[src/rtl/pe_pkg.sv]
// Shared PE definitions: sequencer states, default widths and control-word field layout.
package pe_pkg;

  typedef enum logic [1:0] {
    StIdle,
    StRun,
    StDone
  } seq_state_t;

  localparam int unsigned DEF_CTRL_WIDTH = 10;
  localparam int unsigned DEF_DATA_WIDTH = 16;

  // Control word layout: {out[9:8], op1[7:5], op2[4:2], opcode[1:0]}
  localparam int unsigned OPC_LSB = 0;
  localparam int unsigned OPC_MSB = 1;
  localparam int unsigned OP2_LSB = 2;
  localparam int unsigned OP2_MSB = 4;
  localparam int unsigned OP1_LSB = 5;
  localparam int unsigned OP1_MSB = 7;
  localparam int unsigned OUT_LSB = 8;
  localparam int unsigned OUT_MSB = 9;

  localparam logic [1:0] OP_ADD = 2'd0;
  localparam logic [1:0] OP_SUB = 2'd1;
  localparam logic [1:0] OP_MUL = 2'd2;
  localparam logic [1:0] OP_DIV = 2'd3;

  localparam logic [2:0] SEL_E    = 3'd0;
  localparam logic [2:0] SEL_S    = 3'd1;
  localparam logic [2:0] SEL_W    = 3'd2;
  localparam logic [2:0] SEL_N    = 3'd3;
  localparam logic [2:0] SEL_REG1 = 3'd4;
  localparam logic [2:0] SEL_REG2 = 3'd5;
  localparam logic [2:0] SEL_MEM  = 3'd6;

  function automatic logic [DEF_CTRL_WIDTH-1:0] pack_ctrl(input logic [1:0] out_sel,
                                                          input logic [2:0] op1_sel,
                                                          input logic [2:0] op2_sel,
                                                          input logic [1:0] opcode);
    return {out_sel, op1_sel, op2_sel, opcode};
  endfunction

endpackage

[src/rtl/pe_ctx_mem.sv]
// Context store: one synchronous write port, one combinational read port. Not reset.
module pe_ctx_mem
  import pe_pkg::*;
#(
  parameter int unsigned CTRL_WIDTH = DEF_CTRL_WIDTH,
  parameter int unsigned DEPTH      = 16,
  parameter int unsigned AW         = $clog2(DEPTH)
) (
  input  logic                  clk,
  input  logic                  i_we,
  input  logic [AW-1:0]         i_waddr,
  input  logic [CTRL_WIDTH-1:0] i_wdata,
  input  logic [AW-1:0]         i_raddr,
  output logic [CTRL_WIDTH-1:0] o_rdata
);

  logic [CTRL_WIDTH-1:0] r_mem [DEPTH];

  always_ff @(posedge clk) begin
    if (i_we) begin
      r_mem[i_waddr] <= i_wdata;
    end
  end

  assign o_rdata = r_mem[i_raddr];

endmodule

[src/rtl/pe_ctx_sequencer.sv]
// Replays context entries 0..ctx_last for iter_count iterations as PE control words,
// honouring stall back-pressure, then pulses done.
module pe_ctx_sequencer
  import pe_pkg::*;
#(
  parameter int unsigned CTRL_WIDTH = DEF_CTRL_WIDTH,
  parameter int unsigned DEPTH      = 16,
  parameter int unsigned ITER_WIDTH = 8,
  parameter int unsigned AW         = $clog2(DEPTH)
) (
  input  logic                  clk,
  input  logic                  rst,
  input  logic                  cfg_we,
  input  logic [AW-1:0]         cfg_addr,
  input  logic [CTRL_WIDTH-1:0] cfg_data,
  output logic                  cfg_rej,
  input  logic                  start,
  input  logic [AW-1:0]         ctx_last,
  input  logic [ITER_WIDTH-1:0] iter_count,
  input  logic                  stall,
  output logic [CTRL_WIDTH-1:0] ctrl_out,
  output logic                  ctrl_valid,
  output logic [ITER_WIDTH-1:0] iter_idx,
  output logic                  busy,
  output logic                  done
);

  seq_state_t            r_state;
  logic [AW-1:0]         r_pc;
  logic [AW-1:0]         r_ctx_last;
  logic [ITER_WIDTH-1:0] r_iter_cnt;
  logic [ITER_WIDTH-1:0] r_iter;
  logic [ITER_WIDTH-1:0] r_iter_out;
  logic                  r_fin;
  logic [CTRL_WIDTH-1:0] r_ctrl_out;
  logic                  r_ctrl_valid;
  logic                  r_busy;
  logic                  r_done;
  logic                  r_cfg_rej;
  logic [CTRL_WIDTH-1:0] w_rd_data;
  logic                  w_mem_we;

  assign w_mem_we = cfg_we && (r_state == StIdle);

  pe_ctx_mem #(
    .CTRL_WIDTH (CTRL_WIDTH),
    .DEPTH      (DEPTH),
    .AW         (AW)
  ) u_mem (
    .clk     (clk),
    .i_we    (w_mem_we),
    .i_waddr (cfg_addr),
    .i_wdata (cfg_data),
    .i_raddr (r_pc),
    .o_rdata (w_rd_data)
  );

  always_ff @(posedge clk) begin
    if (rst) begin
      r_state      <= StIdle;
      r_pc         <= '0;
      r_ctx_last   <= '0;
      r_iter_cnt   <= '0;
      r_iter       <= '0;
      r_iter_out   <= '0;
      r_fin        <= 1'b0;
      r_ctrl_out   <= '0;
      r_ctrl_valid <= 1'b0;
      r_busy       <= 1'b0;
      r_done       <= 1'b0;
      r_cfg_rej    <= 1'b0;
    end else begin
      r_cfg_rej    <= cfg_we && (r_state != StIdle);
      r_done       <= 1'b0;
      r_ctrl_valid <= 1'b0;
      unique case (r_state)
        StIdle: begin
          if (start) begin
            r_ctx_last <= ctx_last;
            r_iter_cnt <= iter_count;
            r_pc       <= '0;
            r_iter     <= '0;
            r_iter_out <= '0;
            r_fin      <= 1'b0;
            r_busy     <= 1'b1;
            if (iter_count == '0) begin
              r_state <= StDone;
              r_done  <= 1'b1;
            end else begin
              r_state <= StRun;
            end
          end
        end
        StRun: begin
          // r_fin holds off done for one cycle so it follows the last word.
          if (r_fin) begin
            r_fin   <= 1'b0;
            r_state <= StDone;
            r_done  <= 1'b1;
          end else if (!stall) begin
            r_ctrl_out   <= w_rd_data;
            r_ctrl_valid <= 1'b1;
            r_iter_out   <= r_iter;
            if (r_pc != r_ctx_last) begin
              r_pc <= r_pc + AW'(1);
            end else if (r_iter == r_iter_cnt - ITER_WIDTH'(1)) begin
              r_fin <= 1'b1;
            end else begin
              r_pc   <= '0;
              r_iter <= r_iter + ITER_WIDTH'(1);
            end
          end
        end
        StDone: begin
          r_state <= StIdle;
          r_busy  <= 1'b0;
        end
        default: begin
          r_state <= StIdle;
          r_busy  <= 1'b0;
        end
      endcase
    end
  end

  assign ctrl_out   = r_ctrl_out;
  assign ctrl_valid = r_ctrl_valid;
  assign iter_idx   = r_iter_out;
  assign busy       = r_busy;
  assign done       = r_done;
  assign cfg_rej    = r_cfg_rej;

endmodule

[config.mk]
export PLATFORM = sky130hd
export DESIGN_NAME = pe_ctx_sequencer
export DESIGN_NICKNAME = d
export VERILOG_FILES = /design/src/rtl/pe_pkg.sv /design/src/rtl/pe_ctx_mem.sv /design/src/rtl/pe_ctx_sequencer.sv
export SDC_FILE = /design/constraint.sdc
export NUM_CORES = 1
export LEC_CHECK = 0
export ABC_AREA = 1
export CORE_ASPECT_RATIO = 1.75
export CORE_MARGIN = 2
export CORE_UTILIZATION = 27
export DETAILED_ROUTE_END_ITERATION = 7
export PLACE_DENSITY_LB_ADDON = 0.1
export SKIP_LAST_GASP = 1
export SYNTH_ARGS = -nofsm -noshare
export SYNTH_HDL_FRONTEND = slang
export SYNTH_HIERARCHICAL = 1
export SYNTH_SLANG_ARGS = --single-unit
[constraint.sdc]
create_clock -name clk -period 2.2 [get_ports clk]
set_input_delay 0.55 -clock clk [delete_from_list [all_inputs] [get_ports clk]]
set_output_delay 0.55 -clock clk [all_outputs]
set_load 0.01 [all_outputs]
-- Word-level counts from Yosys, hierarchy flattened
Memory sizes are Yosys's and may differ from the RTL's. A register that Yosys moved wholly into a read port is not among the register bits.
Cells that the tools add are included.
- $add $sub $neg: 3
- bitwise logic cells: 3
- equal/unequal tests: 10
- muxes and demuxes: 34
- reduce and logical (&&, ||, !) cells: 15
- operator list (operator ; count):
    $mux 8 ; 7
    $pmux 8 s2 ; 2
    $mux 4 ; 5
    $mux 1 ; 12
    $ne 2x2->1 const B ; 6
    $add 8x1->8 const B ; 1
    $eq 8x8->1 ; 1
    $logic_not 8->1 ; 1
    $pmux 4 s2 ; 1
    $reduce_and 2->1 ; 4
    $sub 8x1->8 const B ; 1
    $mux 2 ; 3
    $pmux 1 s2 ; 3
    $reduce_and 6->1 ; 1
    $reduce_and 5->1 ; 1
    $add 4x1->4 const B ; 1
    $ne 4x4->1 ; 1
    $pmux 2 s2 ; 1
    $reduce_and 4->1 ; 1
    $reduce_bool 2->1 ; 2
    $ne 3x3->1 const B ; 1
    $not 1->1 ; 3
    $reduce_and 3->1 ; 1
    $reduce_or 3->1 ; 1
    other kinds (3) ; 4
- register bits after elaboration: 39
- word-level logic and storage cells: 77
- bits in writable memories: 160
- output and inout bits: 22
- input port bits: 31
- memories: 1
- memories (memory ; depth ; bits a word ; read ports ; clocked after Yosys merged registers in ; wr ports ; RTL line ; text):
    u_mem.r_mem ; 16 ; 10 ; 1 ; 1 ; 1 ; pe_ctx_mem.sv:17 ; logic [CTRL_WIDTH-1:0] r_mem [DEPTH];

-- Depth between registers and ports, before layout
- depth in word-level cells: 7
- mapped depth: 15
- mapped depth without buffers: 15

-- Modules after synthesis
The synthesis kept the hierarchy.
- by module, submodules not included (module ; cells each ; sequential area each (µm²) ; area each (µm²) ; instances):
    pe_ctx_mem ; 673 ; 4804.6 ; 6981.7 ; 1
    pe_ctx_sequencer ; 328 ; 980.9 ; 2389.8 ; 1

-- Worst setup path after synthesis
No wires, ideal clock.
- path type: input to register
- from: in cfg_we
- to: mem u_mem/r_mem[0][0] in the netlist's numbering (enable)
- data required time: 1824 ps
- setup time: 376 ps
- stages: 4
- arrival time: 1508 ps
- buffers on the path: 0
- path slack: 315 ps
- cell sequence: inv_1 -> nor3_1 -> nand3_1 -> nor2_1
- longest elaborated chain between the ends: 3
- ends and longest elaborated chain (what ; RTL line ; text):
    start: declaration ; pe_ctx_sequencer.sv:13 ; input logic cfg_we,
    $logic_and 1x1->1 ; pe_ctx_sequencer.sv:43 ; assign w_mem_we = cfg_we && (r_state == StIdle);
    named net w_mem_we ; pe_ctx_sequencer.sv:41 ; logic w_mem_we;
    $mux 1 ; pe_ctx_mem.sv:20 ; if (i_we) begin
    $mux 1 (not written as such) ; pe_ctx_mem.sv:21 ; r_mem[i_waddr] <= i_wdata;
    end: declaration ; pe_ctx_mem.sv:17 ;
The timed path passes the listed nets, and every way through them passes these cells.

-- Worst setup path in the final report
- from: reg r_iter_cnt[0]
- to: reg r_iter[0]
- longest elaborated chain between the ends: 4
- ends and longest elaborated chain (what ; RTL line ; text):
    start: declaration ; pe_ctx_sequencer.sv:31 ; logic [ITER_WIDTH-1:0] r_iter_cnt;
    start signal: assignment ; pe_ctx_sequencer.sv:80 ; r_iter_cnt <= iter_count;
    $sub 8x1->8 ; pe_ctx_sequencer.sv:106 ; end else if (r_iter == r_iter_cnt - ITER_WIDTH'(1)) begin
    $eq 8x8->1 ; pe_ctx_sequencer.sv:106 ;
    $ne 2x2->1 (no line) ; n/a ;
    $reduce_and 6->1 (no line) ; n/a ;
    end signal: assignment ; pe_ctx_sequencer.sv:110 ; r_iter <= r_iter + ITER_WIDTH'(1);
    end: declaration ; pe_ctx_sequencer.sv:32 ; logic [ITER_WIDTH-1:0] r_iter;
No other way between the ends.
A chain may end at the register's enable or synchronous reset.

==> reports/qor.csv <==
metric,value,unit
outcome,completed,
"delay-heaviest family, CP",simple AND/OR/NAND/NOR gates,
Die Span Y,250.5,um
Buf/Inv on CP,2,
grt ovf,0,
Post-DP HPWL,21450,um
"Primary FF master, synth",edfxtp_1,
CTS root buffer,clkbuf_16,
Yosys reg bits,209,
vias post-DR,6819,
Synth top area share,0.5127,
count of different cell masters after synthesis,37,
cells along the critical path,inv_2 -> ha_1 -> inv_1 -> nand2_1 -> nand2_1 -> nor2_2 -> nand3_1 -> nor2_2 -> nand2_2 -> nor2_4 -> nand3_4 -> nand3_4 -> nand2_1 -> nand2_1 -> nor2_1,
Post-Synth Simple-Gate Area,0.2495,
slew at the pin with the worst max-slew slack,817.7,ps
vias per cell,4.349,
Compound-Gate Fraction of Synth Area,0.02830,
postcts setup bufs,0,
Final setup viols,0,
RSZ-0062 raised after global routing,false,
area share of fa/ha/maj cells after synthesis,0.004005,
Mapped Nets,1035,
final core occ,0.3329,
Buffers on Ports,52,
Detailed Route WL,29890,um
critical path arrival,2440,ps
Comb pwr share,0.126,
Clock power frac,0.413,
GPL Wtd Cong,0.8012,
Die W,144.8,um
main combinational cell family by area after synthesis,simple AND/OR/NAND/NOR gates,
Critical Path Sink Type,register,
total track usage,0.1672,
Num CTS Buffers,22,
antenna-violating nets left,0,
PnR Total Power,9.558,mW
Area Overhead vs Synth,21.99,%
clk_lat worst skew,530,ps
TritonCTS clock tree,built,
Final Critical Period,2009,ps
most common cell in the netlist,nand2_1,
CP Class,register to register,
Power Density,836.1,mW/mm2
Setup crit start kind,register,
initial drt markers,289,
Avg WL per Cell,19.06,um
Clock Tree Buf Depth,3,
Cell Rows,90,
Final Skew,22.13,ps
"Slowest-stage cell, CP",dfxtp_2,
r2r startpoint,r_iter_cnt[0]$_SDFFE_PP0P_,
Synth Instances,1001,
Int Pwr,7.093,mW
worst min-delay path startpoint,iter_idx[0]$_SDFFE_PP0P_,
post-synthesis mux area share,0,
"Largest stage delay, worst path",360,ps
die area,0.03627,mm2
starting density of the core,0.2729,
asr flop ratio synth,0,
antenna violations before repair,0,
Switch Pwr,2.465,mW
Clock Pin Slew Worst Setup and Hold Paths,70,ps
DRC,0,
Placement Cell Area,0.01065,mm2
fin crit share,0.9133,
Worst VDD drop,0.5727,mV
P_leak,4.711,nW
Slew Limit Fails,0,
"Seq/Total Area, Yosys",0.6174,
Post-Syn Area,0.009371,mm2
CTS sink cnt,209,
# nets final,1126,
"area leader, netlist",edfxtp_1,
Commonest cells post-synth,"277 x nand2_1, 160 x edfxtp_1, 158 x inv_1",
ranking of synthesized cells by area,"edfxtp_1 51%, nand2_1 11%, dfxtp_1 10%, nand3_1 7.6%, inv_1 6.3%",
CP max FO,9,
Highest Clock Rate,497.7,MHz
post-synthesis xor/xnor area fraction,0.008411,
worst hold path class,register to register,
H-tree depth,1,
share of cells above drive strength 1,0.1092,
final instance area,0.01143,mm2
synthesized area per cell,9.362,um2
switch share,0.2579,
TritonRoute pass-1 iters,4,
core region area,0.03435,mm2
cts hold-fix bufs,0,
Post-synth EDFFs,160,
antenna fix cells,0,
first-pass GRT wire length,43890,um
CP dominant cell by count,nand2_1,
max-cap violation count,0,
hold violation count in the final report,0,
Worst Setup SP,r_iter_cnt[0]$_SDFFE_PP0P_,
# IOs,53,
Slew headroom,0.4541,
"Req. time, crit path",2630,ps
pin count of the biggest net entering global routing,41,
Reg power frac,0.460,
vias in the first global route,7057,
yosys warns,6,
==> final cells by class <==
type | instances | area [um2]
fillers | 3664 | 22910
flip-flops and latches | 209 | 5792
multi-input cells | 589 | 2733
repair buffers | 105 | 943.4
clock buffers | 30 | 629.4
inverters | 165 | 624.3
well taps | 460 | 575.6
clock inverters | 10 | 135.1
==> layout by cell type, fill, tap and decap left out, types with 2 or more instances in the layout <==
master / instances
nand2_1: 277
edfxtp_1: 160
inv_1: 158
nand3_1: 142
nor2_1: 68
clkdlybuf4s50_1: 52
buf_4: 51
dfxtp_1: 46
o21ai_0: 23
clkbuf_16: 23
o22ai_1: 12
nand4_1: 11
a21oi_1: 9
xor2_1: 7
nor2_2: 6
nor3_1: 5
nand2_2: 5
clkinv_2: 4
inv_2: 3
nor2_4: 3
clkinv_1: 3
nor4_1: 3
ha_1: 3
bufinv_16: 3
clkbuf_1: 3
nand3_4: 2
xnor2_1: 2
nor3b_1: 2
a21oi_2: 2
clkbuf_4: 2
inv_6: 2
clkbuf_8: 2
buf_12: 2
dfxtp_2: 2
==> worst reg2reg max path, stage by stage, from the launching register on <==
cell and delay (ps):
dfxtp_2 360, inv_2 60, ha_1 300, inv_1 40
nand2_1 50, nand2_1 50, nor2_2 90, nand3_1 80
nor2_2 90, nand2_2 60, nor2_4 220, nand3_4 170
nand3_4 160, nand2_1 70, nand2_1 50, nor2_1 40
==> cell families after synthesis <==
logic type	count (synthesis)
simple gates	529
xor+xnor	9
fa+ha+maj	3
buf+inv	203
flops	209
compound gates	48
==> final timing paths <==
path / cells after the start / end / slack (ps)
setup / recovery: 15 / r_iter[0]$_SDFFE_PP0P_ / 190
hold reg to reg: 2 / iter_idx[0]$_SDFFE_PP0P_ / 480
setup reg to reg: 15 / r_iter[0]$_SDFFE_PP0P_ / 190
hold / removal: 2 / iter_idx[0]$_SDFFE_PP0P_ / 480
==> what timing repair did <==
item	4_1_cts	5_1_grt
endpoints found under the setup margin	0	9
hold endpoints to repair	0	0
resized for setup	0	3
==> registers in the layout (all words and copies together) (netlist names) <==
| signal | count |
|---|---|
| ctrl_out | 10 |
| ctrl_valid | 1 |
| r_state | 2 |
| r_fin | 1 |
| busy | 1 |
| r_iter_cnt | 8 |
| r_ctx_last | 4 |
| cfg_rej | 1 |
| u_mem/r_mem | 160 |
| iter_idx | 8 |
| r_pc | 4 |
| done | 1 |
| r_iter | 8 |
==> power by group through the flow <==
stage / registers (mW) / clock network, mW / logic (mW)
after floorplan: 4.46 / 0 / 0.731
after global placement: 4.49 / 0 / 1.24
after detailed placement: 4.49 / 0 / 1.23
after CTS: 4.40 / 4.08 / 1.23
after global routing: 4.41 / 4.21 / 1.35
final: 4.40 / 3.95 / 1.21
==> per-layer routing <==
metal	global-route usage	part of all wire	up-vias	wire length, um
li1	-	-	3420	-
met2	0.3468	0.59	118	17670
met1	0.1667	0.36	3247	10610
met3	0.01797	0.029	34	874
met4	0.04743	0.024	0	732
met5	0	0	-	0
==> through the flow <==
step                      setup WS (ps)  TNS (ps)  hold slack, ps  cells
after CTS                         82.63         0           478.1   1568
final                             190.8         0           478.0   1568
after global placement           -338.8    -19070           463.6   1528
after global routing              3.602         0           502.9   1568
after floorplan                   315.3         0           454.2   1001
after detailed placement         -320.8    -14310           466.0   1528
(Power assumes the default switching activity.)
